`src/rtl/ni_rx_depacketizer_if.sv`:
```
// Flit ingress and payload egress signals of the NI receive depacketizer.
interface ni_rx_depacketizer_if;
   logic [33:0] flit_in;
   logic        flit_valid;
   logic        flit_ready;
   logic [31:0] NI_out;
   logic [3:0]  NI_out_src;
   logic        NI_out_last;
   logic        NI_out_valid;
   logic        NI_out_ready;
   logic        pkt_err;
   logic [7:0]  drop_cnt;

   // valid/ready: a transfer happens on every rising edge where both are high;
   // a source keeps its payload stable while valid is high and ready is low.
   modport master (
      output flit_in, flit_valid, NI_out_ready,
      input  flit_ready, NI_out, NI_out_src, NI_out_last, NI_out_valid, pkt_err, drop_cnt
   );
   modport slave (
      input  flit_in, flit_valid, NI_out_ready,
      output flit_ready, NI_out, NI_out_src, NI_out_last, NI_out_valid, pkt_err, drop_cnt
   );
endinterface

```
`src/rtl/ni_rx_depacketizer.sv`:
```
// NI receive side: validates head flits, reassembles payload words into a small
// output FIFO and drops misrouted or malformed packets.
module ni_rx_depacketizer #(
   parameter logic [3:0] NODE_ID    = 4'd0,
   parameter int         FIFO_DEPTH = 4,
   parameter int         MAX_LEN    = 8
) (
   input  logic                 clk,
   input  logic                 rst,
   ni_rx_depacketizer_if.slave  bus,
   output logic [1:0]           o_dbg_state
);
   localparam int         AW     = $clog2(FIFO_DEPTH);
   localparam logic [1:0] T_HT   = 2'b11;
   localparam logic [1:0] T_TAIL = 2'b10;

   typedef enum logic [1:0] {S_IDLE = 2'd0, S_PAYLOAD = 2'd1, S_DROP = 2'd2} state_t;

   state_t      r_state, w_state_nxt;
   logic [7:0]  r_cnt, w_cnt_nxt, r_len, w_len_nxt, w_cnt_inc;
   logic [3:0]  r_src, w_src_nxt;
   logic        r_pkt_err, w_err;
   logic [7:0]  r_drop_cnt;
   logic        w_drop_inc, w_decode;
   logic        w_push, w_push_last;
   logic [31:0] w_push_data;
   logic [36:0] r_mem [FIFO_DEPTH];
   logic [AW:0] r_wp, r_rp;
   logic        w_full, w_empty, w_pop, w_accept, w_head_ok;
   logic [1:0]  w_type;
   logic [31:0] w_data;

   assign w_type    = bus.flit_in[33:32];
   assign w_data    = bus.flit_in[31:0];
   assign w_head_ok = (w_data[31:28] == NODE_ID) && (w_data[7:0] != 8'd0) &&
                      (w_data[7:0] <= 8'(MAX_LEN));
   assign w_empty   = (r_wp == r_rp);
   assign w_full    = (r_wp[AW] != r_rp[AW]) && (r_wp[AW-1:0] == r_rp[AW-1:0]);
   assign w_pop     = !w_empty && bus.NI_out_ready;
   assign w_accept  = bus.flit_valid && bus.flit_ready;
   assign w_cnt_inc = r_cnt + 8'd1;

   assign bus.flit_ready = (r_state == S_PAYLOAD) ? !w_full : 1'b1;
   assign o_dbg_state    = r_state;

   always_comb begin
      w_state_nxt = r_state;
      w_cnt_nxt   = r_cnt;
      w_len_nxt   = r_len;
      w_src_nxt   = r_src;
      w_err       = 1'b0;
      w_drop_inc  = 1'b0;
      w_decode    = 1'b0;
      w_push      = 1'b0;
      w_push_last = 1'b0;
      w_push_data = 32'h0;
      if (w_accept) begin
         case (r_state)
            S_IDLE: begin
               if (w_type[0]) w_decode = 1'b1;
               else           w_err    = 1'b1;
            end
            S_PAYLOAD: begin
               if (w_type[0]) begin
                  // A head interrupting a packet closes it with a zero word.
                  w_push      = 1'b1;
                  w_push_last = 1'b1;
                  w_err       = 1'b1;
                  w_decode    = 1'b1;
               end else begin
                  w_push      = 1'b1;
                  w_push_data = w_data;
                  w_cnt_nxt   = w_cnt_inc;
                  if (w_type == T_TAIL) begin
                     w_push_last = 1'b1;
                     w_err       = (w_cnt_inc != r_len);
                     w_state_nxt = S_IDLE;
                  end else if (w_cnt_inc == r_len) begin
                     w_push_last = 1'b1;
                     w_err       = 1'b1;
                     w_state_nxt = S_DROP;
                  end
               end
            end
            S_DROP: begin
               if (w_type[1]) w_state_nxt = S_IDLE;
            end
            default: w_state_nxt = S_IDLE;
         endcase
         if (w_decode) begin
            if (w_type == T_HT) begin
               w_drop_inc  = 1'b1;
               w_state_nxt = S_IDLE;
            end else if (w_head_ok) begin
               w_src_nxt   = w_data[27:24];
               w_len_nxt   = w_data[7:0];
               w_cnt_nxt   = 8'd0;
               w_state_nxt = S_PAYLOAD;
            end else begin
               w_drop_inc  = 1'b1;
               w_state_nxt = S_DROP;
            end
         end
      end
   end

   always_ff @(posedge clk or negedge rst) begin
      if (!rst) begin
         r_state    <= S_IDLE;
         r_cnt      <= 8'd0;
         r_len      <= 8'd0;
         r_src      <= 4'd0;
         r_pkt_err  <= 1'b0;
         r_drop_cnt <= 8'd0;
      end else begin
         r_state   <= w_state_nxt;
         r_cnt     <= w_cnt_nxt;
         r_len     <= w_len_nxt;
         r_src     <= w_src_nxt;
         r_pkt_err <= w_err;
         if (w_drop_inc && (r_drop_cnt != 8'hFF)) r_drop_cnt <= r_drop_cnt + 8'd1;
      end
   end

   // Push is gated by full only; a same-cycle pop never frees a slot early.
   always_ff @(posedge clk or negedge rst) begin
      if (!rst) begin
         r_wp <= '0;
         r_rp <= '0;
         for (int i = 0; i < FIFO_DEPTH; i++) r_mem[i] <= '0;
      end else begin
         if (w_push && !w_full) begin
            r_mem[r_wp[AW-1:0]] <= {w_push_last, r_src, w_push_data};
            r_wp                <= r_wp + {{AW{1'b0}}, 1'b1};
         end
         if (w_pop) r_rp <= r_rp + {{AW{1'b0}}, 1'b1};
      end
   end

   assign {bus.NI_out_last, bus.NI_out_src, bus.NI_out} = r_mem[r_rp[AW-1:0]];
   assign bus.NI_out_valid = !w_empty;
   assign bus.pkt_err      = r_pkt_err;
   assign bus.drop_cnt     = r_drop_cnt;
endmodule

```
`src/flat_wrapper.sv`:
```
// flat-port wrapper written by rule: the top's interface ports become plain ports
module ni_rx_depacketizer_flat 
#(
   parameter logic [3:0] NODE_ID    = 4'd0,
   parameter int         FIFO_DEPTH = 4,
   parameter int         MAX_LEN    = 8
)
  (clk, rst, o_dbg_state, bus_flit_in, bus_flit_valid, bus_NI_out_ready, bus_flit_ready, bus_NI_out, bus_NI_out_src, bus_NI_out_last, bus_NI_out_valid, bus_pkt_err, bus_drop_cnt);
  ni_rx_depacketizer_if bus_i ();
  input  logic clk;
  input  logic rst;
  output logic [1:0] o_dbg_state;
  input wire logic [$bits(bus_i.flit_in)-1:0] bus_flit_in;
  input wire logic [$bits(bus_i.flit_valid)-1:0] bus_flit_valid;
  input wire logic [$bits(bus_i.NI_out_ready)-1:0] bus_NI_out_ready;
  output wire logic [$bits(bus_i.flit_ready)-1:0] bus_flit_ready;
  output wire logic [$bits(bus_i.NI_out)-1:0] bus_NI_out;
  output wire logic [$bits(bus_i.NI_out_src)-1:0] bus_NI_out_src;
  output wire logic [$bits(bus_i.NI_out_last)-1:0] bus_NI_out_last;
  output wire logic [$bits(bus_i.NI_out_valid)-1:0] bus_NI_out_valid;
  output wire logic [$bits(bus_i.pkt_err)-1:0] bus_pkt_err;
  output wire logic [$bits(bus_i.drop_cnt)-1:0] bus_drop_cnt;
  assign bus_i.flit_in = bus_flit_in;
  assign bus_i.flit_valid = bus_flit_valid;
  assign bus_i.NI_out_ready = bus_NI_out_ready;
  assign bus_flit_ready = bus_i.flit_ready;
  assign bus_NI_out = bus_i.NI_out;
  assign bus_NI_out_src = bus_i.NI_out_src;
  assign bus_NI_out_last = bus_i.NI_out_last;
  assign bus_NI_out_valid = bus_i.NI_out_valid;
  assign bus_pkt_err = bus_i.pkt_err;
  assign bus_drop_cnt = bus_i.drop_cnt;
  ni_rx_depacketizer #(.NODE_ID(NODE_ID), .FIFO_DEPTH(FIFO_DEPTH), .MAX_LEN(MAX_LEN)) u_core (.clk(clk), .rst(rst), .bus(bus_i), .o_dbg_state(o_dbg_state));
endmodule
```
`config.mk`:
```
export PLATFORM = sky130hd
export DESIGN_NAME = ni_rx_depacketizer_flat
export DESIGN_NICKNAME = d
export VERILOG_FILES = /design/src/rtl/ni_rx_depacketizer_if.sv /design/src/rtl/ni_rx_depacketizer.sv /design/src/flat_wrapper.sv
export SDC_FILE = /design/constraint.sdc
export NUM_CORES = 1
export LEC_CHECK = 0
export BUFFER_PORTS_ARGS = -buffer_cell sky130_fd_sc_hd__buf_4
export CORE_MARGIN = 4
export CORE_UTILIZATION = 35
export CTS_CLUSTER_DIAMETER = 80
export CTS_CLUSTER_SIZE = 28
export DETAILED_ROUTE_END_ITERATION = 12
export PLACE_DENSITY = 0.57
export SETUP_SLACK_MARGIN = 0.02
export SLEW_MARGIN = 40
export SYNTH_ARGS = -nofsm -noshare
export SYNTH_HDL_FRONTEND = slang
export SYNTH_SLANG_ARGS = --single-unit
```
`constraint.sdc`:
```
create_clock -name clk -period 3.1 [get_ports clk]
set_input_delay 0.31 -clock clk [delete_from_list [all_inputs] [get_ports clk]]
set_output_delay 0.31 -clock clk [all_outputs]
set_load 0.02 [all_outputs]
```
# [Word-level counts from Yosys, hierarchy flattened]
# Index checks and enable logic that the tools add are counted.
[word_totals] register_bits=185 latch_bits=0 ramBits=0 mem_bits_ro=0 input_bits=38 out_inout_bits=50 wordCells=95 n_memories=0
[classes] n_addsub=4 multipliers=0 div_mod_pow=0 magnitude_cmp=4 n_eq_ne=14 shifts=0 n_mux=42 n_bitwise=3 n_reduce_logical=16
[ops] operator="$bwmux 148" count=1
[ops] operator="$mux 37" count=3
[ops] operator="$mux 32" count=3
[ops] operator="$bmux 37 s2" count=1
[ops] operator="$demux 37 s2" count=1
[ops] operator="$mux 8" count=5
[ops] operator="$mux 1" count=19
[ops] operator="$add 8x1->8 const B" count=2
[ops] operator="$mux 2" count=7
[ops] operator="$eq 8x8->1" count=1
[ops] operator="$le 8x4->1 const B" count=1
[ops] operator="$logic_and 1x1->1" count=8
[ops] operator="$ne 8x8->1" count=1
[ops] operator="$ne 8x8->1 const B" count=1
[ops] operator="$reduce_bool 8->1" count=1
[ops] operator="$add 3x1->3 const B" count=2
[ops] operator="$eq 2x2->1 const B" count=3
[ops] operator="$ge 3x3->1 const B" count=2
[ops] operator="$not 2->3" count=2
[ops] operator="$pmux 2 s3" count=1
[ops] operator="$reduce_and 5->1" count=1
[ops] operator="$logic_not 4->1" count=1
[ops] operator="$ne 4x4->1 const B" count=1
[ops] operator="$reduce_and 4->1" count=1
[ops] operator="13 further kinds" count=14

# [Logic depth before layout (Yosys ltp)]
[depth] word_depth=9 depth_mapped=11 ltp_nobuf=11

# [Least setup slack after synthesis]
# OpenSTA, ideal clock, no wires.
[synth_path] path_kind="register -> register" from="register u_core.r_cnt[1]" to="register u_core.r_pkt_err, in the netlist u_core.bus.pkt_err" setup_time_ps=120 arrival_ps=2165 t_required_ps=2980 setup_slack_ps=816 path_stages_with_launch=11 path_buffers=0 period_less_slack_ps=2284 cell_sequence="dfrtp_1 > ha_1 > xnor2_1 > nand2_1 > or4_1 > o21bai_1 > ha_1 > o21ai_0 > a21oi_1 > nor2_1 > nor2_1"
[synth_via] elab_chain_len=7 word_cells_on_any_way=8 classes_between="add/sub: 1; eq/ne: 2; mux: 5"
[synth_lines] item="start: declaration" line="ni_rx_depacketizer.sv:20" source="logic [7:0] r_cnt, w_cnt_nxt, r_len, w_len_nxt, w_cnt_inc;"
[synth_lines] item="start signal: assignment" line="ni_rx_depacketizer.sv:117" source="r_cnt <= w_cnt_nxt;"
[synth_lines] item="$add 8x1->8 *" line="ni_rx_depacketizer.sv:41" source="assign w_cnt_inc = r_cnt + 8'd1;"
[synth_lines] item="$eq 8x8->1" line="ni_rx_depacketizer.sv:78" source="end else if (w_cnt_inc == r_len) begin"
[synth_lines] item="$mux 1" line="ni_rx_depacketizer.sv:78"
[synth_lines] item="$mux 1 *" line="ni_rx_depacketizer.sv:74" source="if (w_type == T_TAIL) begin"
[synth_lines] item="$mux 1 *" line="ni_rx_depacketizer.sv:64" source="if (w_type[0]) begin"
[synth_lines] item="$pmux 1 s2 *" line="ni_rx_depacketizer.sv:58" source="case (r_state)"
[synth_lines] item="$mux 1 *" line="ni_rx_depacketizer.sv:57" source="if (w_accept) begin"
[synth_lines] item="net u_core.w_err" line="ni_rx_depacketizer.sv:22" source="logic r_pkt_err, w_err;"
[synth_lines] item="end signal: assignment" line="ni_rx_depacketizer.sv:120" source="r_pkt_err <= w_err;"
[synth_lines] item="end: declaration" line="ni_rx_depacketizer.sv:22"
# Mark *: on every way through the listed nets, which the timed path passes. The rest lies on a longest branch.
# A chain may end at the register's enable or synchronous reset.

# [Worst setup path in the final report]
[layout_path] from="register u_core.r_cnt[0]" to="register u_core.r_pkt_err, in the netlist u_core.bus.pkt_err"
# Same word-level chain as after synthesis.

==> results.md <==
* Clock-pin slew on the worst setup and hold paths at 70 ps
* WL final at 19,100 um
* Crit path launch: u_core.r_cnt[0]
* Crit-path max FO at 8
* Worst hold path startpoint: bus_flit_in[2]
* Syn-to-layout area delta at 20.0%
* Nets at 858
* Setup TNS at 0 ps
* Crit path kind: reg -> reg
* First-pass GRT wire length at approximately 32,000 um
* Rel. slew slack at 56.4%
* Post-synthesis cell type count at 54
* Gr usage total at between 15 and 20%
* Die width at 162 um
* Clk sinks at roughly 190
* Number of CTS-inserted buffers at 17
* CP endpoint kind: flop
* Final setup violation count at 0
* # fillers at ~2.2k
* CTS Buffer Depth at 2
* Vias per cell at 4.89
* Clk_skew at approximately 9.2 ps
* Pre-Repair DR Iteration Count at 4
* Share of post-route cells with drive strength above 1 at 23.5%
* Mapped Cells at 734
* Initial core utilization at 36.0%
* Hold/Removal Path Class: in -> reg
* Die Area at between 20,000 and 30,000 um^2
* Final Hold Slack at 152 ps
* Cell row count at between 50 and 60
* Synthesized flop and latch total at 185
* Root Buffer: clkbuf_16
* DP HPWL at 12,700 um
* P per Cell Area at 558 nW/um^2
* Grt total ovfl at 0
* DRC at 0
* Syn Std Cell Area at 8250 um^2
* Post-synth top area cell: dfrtp_1
* Synth area leaders: dfrtp_1 56%, mux4_2 10%, nand2_1 8.1%, o21ai_0 7.5%, mux2_1 2.3%
* Clk Latency, worst-skew pair at 430 ps
* Wire length per cell at 16.9 um
* Measured slew at the worst slew-check pin at ~650 ps
* Number of global-route vias before repair at around 5.7k
* CTS tree: done
* Core Region at ~23,000 um^2
* Number of synthesized flops with an enable pin at 0
* Final period util at a little under nine tenths
* Number of I/O pins at 88
* Ant diodes at 0
* Slew Limit Fails at 0
* RR Startpoint: u_core.r_cnt[0]
* Port-buffer cells at 87
* Die height at 162 um
* Syn avg cell area at 11.2 um^2
* Antenna viol nets, final at 0
* Critical Path Source Type: flop
* Cts repair resizes at 0
* H-tree levels at 4
* Final RePlAce weighted congestion at between 0.8 and 0.9
* CP arrival at approximately 3000 ps
* Final hold violation count at 0
* Max incr delay on CP at 470 ps
* Asr flop ratio synth at between 90% and 100%
* Synth top area share at between 50 and 60%
* Status: finished clean
* FMAX at around 380 MHz
* Crit path time final at between 2000 and 3000 ps
* Critical Path RT at 3410 ps
* Initial DRC Count at approximately 350
* Initial antenna violation count at 0
* Hold-fix buffer count after cts at 1
* Post-CTS setup buffer count at 0
* Post-synthesis sequential area ratio at approximately 56%
* Max Cap Violations at 0
* Syn_nets at 780
* Unrepaired setup endpoints after global routing: no
* Via Count at 5,558
* Yosys warning count at 0
* Cell chain of the critical path: ha_1 > nand2b_1 > o211ai_1 > a31oi_1 > or4_1 > o21bai_1 > ha_1 > o21ai_0 > a21oi_1 > nor2_1 > nor2_1
* Slowest-stage cell, CP: dfrtp_1
* Top FF cell, synth: dfrtp_1
* Largest net degree at the start of global routing at 69
* Peak VDD IR at 0.344 mV
* Static Leak at 4.43 nW
## layer usage
layer / vias up / wire length (um) / track usage, %
li1: 2716 / - / -
met1: 2714 / 9130 / 21.6
met2: 117 / 9030 / 24.5
met3: 11 / 839 / 3.67
met4: 0 / 140 / 3.49
met5: - / 0 / 0
## flip-flops by register name (all words and copies together) (netlist names)
name                 cells
u_core.r_len             8
u_core.o_dbg_state       2
u_core.bus.drop_cnt      8
u_core.bus.pkt_err       1
u_core.r_src             4
u_core.r_wp              3
u_core.r_cnt             8
u_core.r_rp              3
u_core.r_mem           148
## synthesized netlist by cell type, types with 5 or more instances
library cell  count
and2_1            6
buf_2            17
clkbuf_1         22
dfrtp_1         185
ha_1              8
inv_1             5
mux2_1           17
mux2_2            9
mux4_2           37
nand2_1         178
nand2b_1          7
nand3_1          11
nor2_1           15
o21ai_0         123
o21ai_1          12
xnor2_1          15
xor2_1           15
## cells by family after synthesis
logic type	count (synthesis)	share of synthesized area, %
AOI/OAI and AO/OA	154	10.3
xor gates and xnor gates	31	3.38
adders and majority gates	8	1.21
muxes	64	13.8
buffers and inverters	50	2.59
and+or+nand+nor	242	12.6
DFF	185	56.1
## area by class of cell
cell class / instances / area, um^2 / share of cell area (%)
timing repair buffer: 104 / 878 / 8.87
multi-input combinational: 499 / 3430 / 34.7
clock buffer: 18 / 429 / 4.33
sequential: 185 / 4630 / 46.8
clock inverter: 12 / 118 / 1.19
tap: 313 / 392 / 3.96
inverter: 5 / 18.8 / 0.190
## path summary, 6_finish.rpt
| path | endpoint | depth (start not counted) | slack (ps) |
|---|---|---|---|
| worst max-delay path | u_core.bus.pkt_err | 11 | 450 |
| worst min-delay path | u_core.r_len[2] | 2 | 150 |
| worst max register to register | u_core.bus.pkt_err | 11 | 450 |
| worst min register to register | u_core.r_mem[110] | 2 | 480 |
| max in group asynchronous | u_core.r_mem[55] | 3 | 1920 |
| min in group asynchronous | u_core.r_mem[119] | 2 | 390 |
## stage by stage
step                util, %  area (um^2)  cells  setup WS (ps)  power, mW
floorplan                 -         8250    734            816       3.19
global placement       40.8         9340   1105            554       3.54
detailed placement     40.8         9340   1105            474       3.54
CTS                    43.2         9900   1136            474       5.61
global route           43.2         9900   1136            230       5.79
finish                 43.2         9900   1136            449       5.53
## placed cells by master, fill, tap and decap left out, drive strengths merged, types with 2 or more instances in the layout
cell type	instances
or3	2
nor3b	2
nor2	15
dfrtp	185
xnor2	15
nand2	179
mux4	37
a31oi	3
o21ai	135
nand2b	7
ha	8
clkbuf	18
clkinv	6
nand4	3
nor3	4
o211a	2
buf	103
and2	6
or4	2
xor2	16
mux2	26
nand3b	2
nor4	3
nand3	11
inv	9
nor2b	2
## critical path, delay by kind of cell, from the launching register on
kind | cells | cell delay, ps
DFF | 1 | 470
and+or+nand+nor | 4 | 730
adders and majority gates | 2 | 640
AOI/OAI and AO/OA | 5 | 710
## power breakdown
part | internal, mW | switching [mW]
sequential | 2.47 | 0.0700
combinational | 0.379 | 0.549
clock | 1.11 | 0.946
Note: power is estimated with default switching activity, not from simulation.
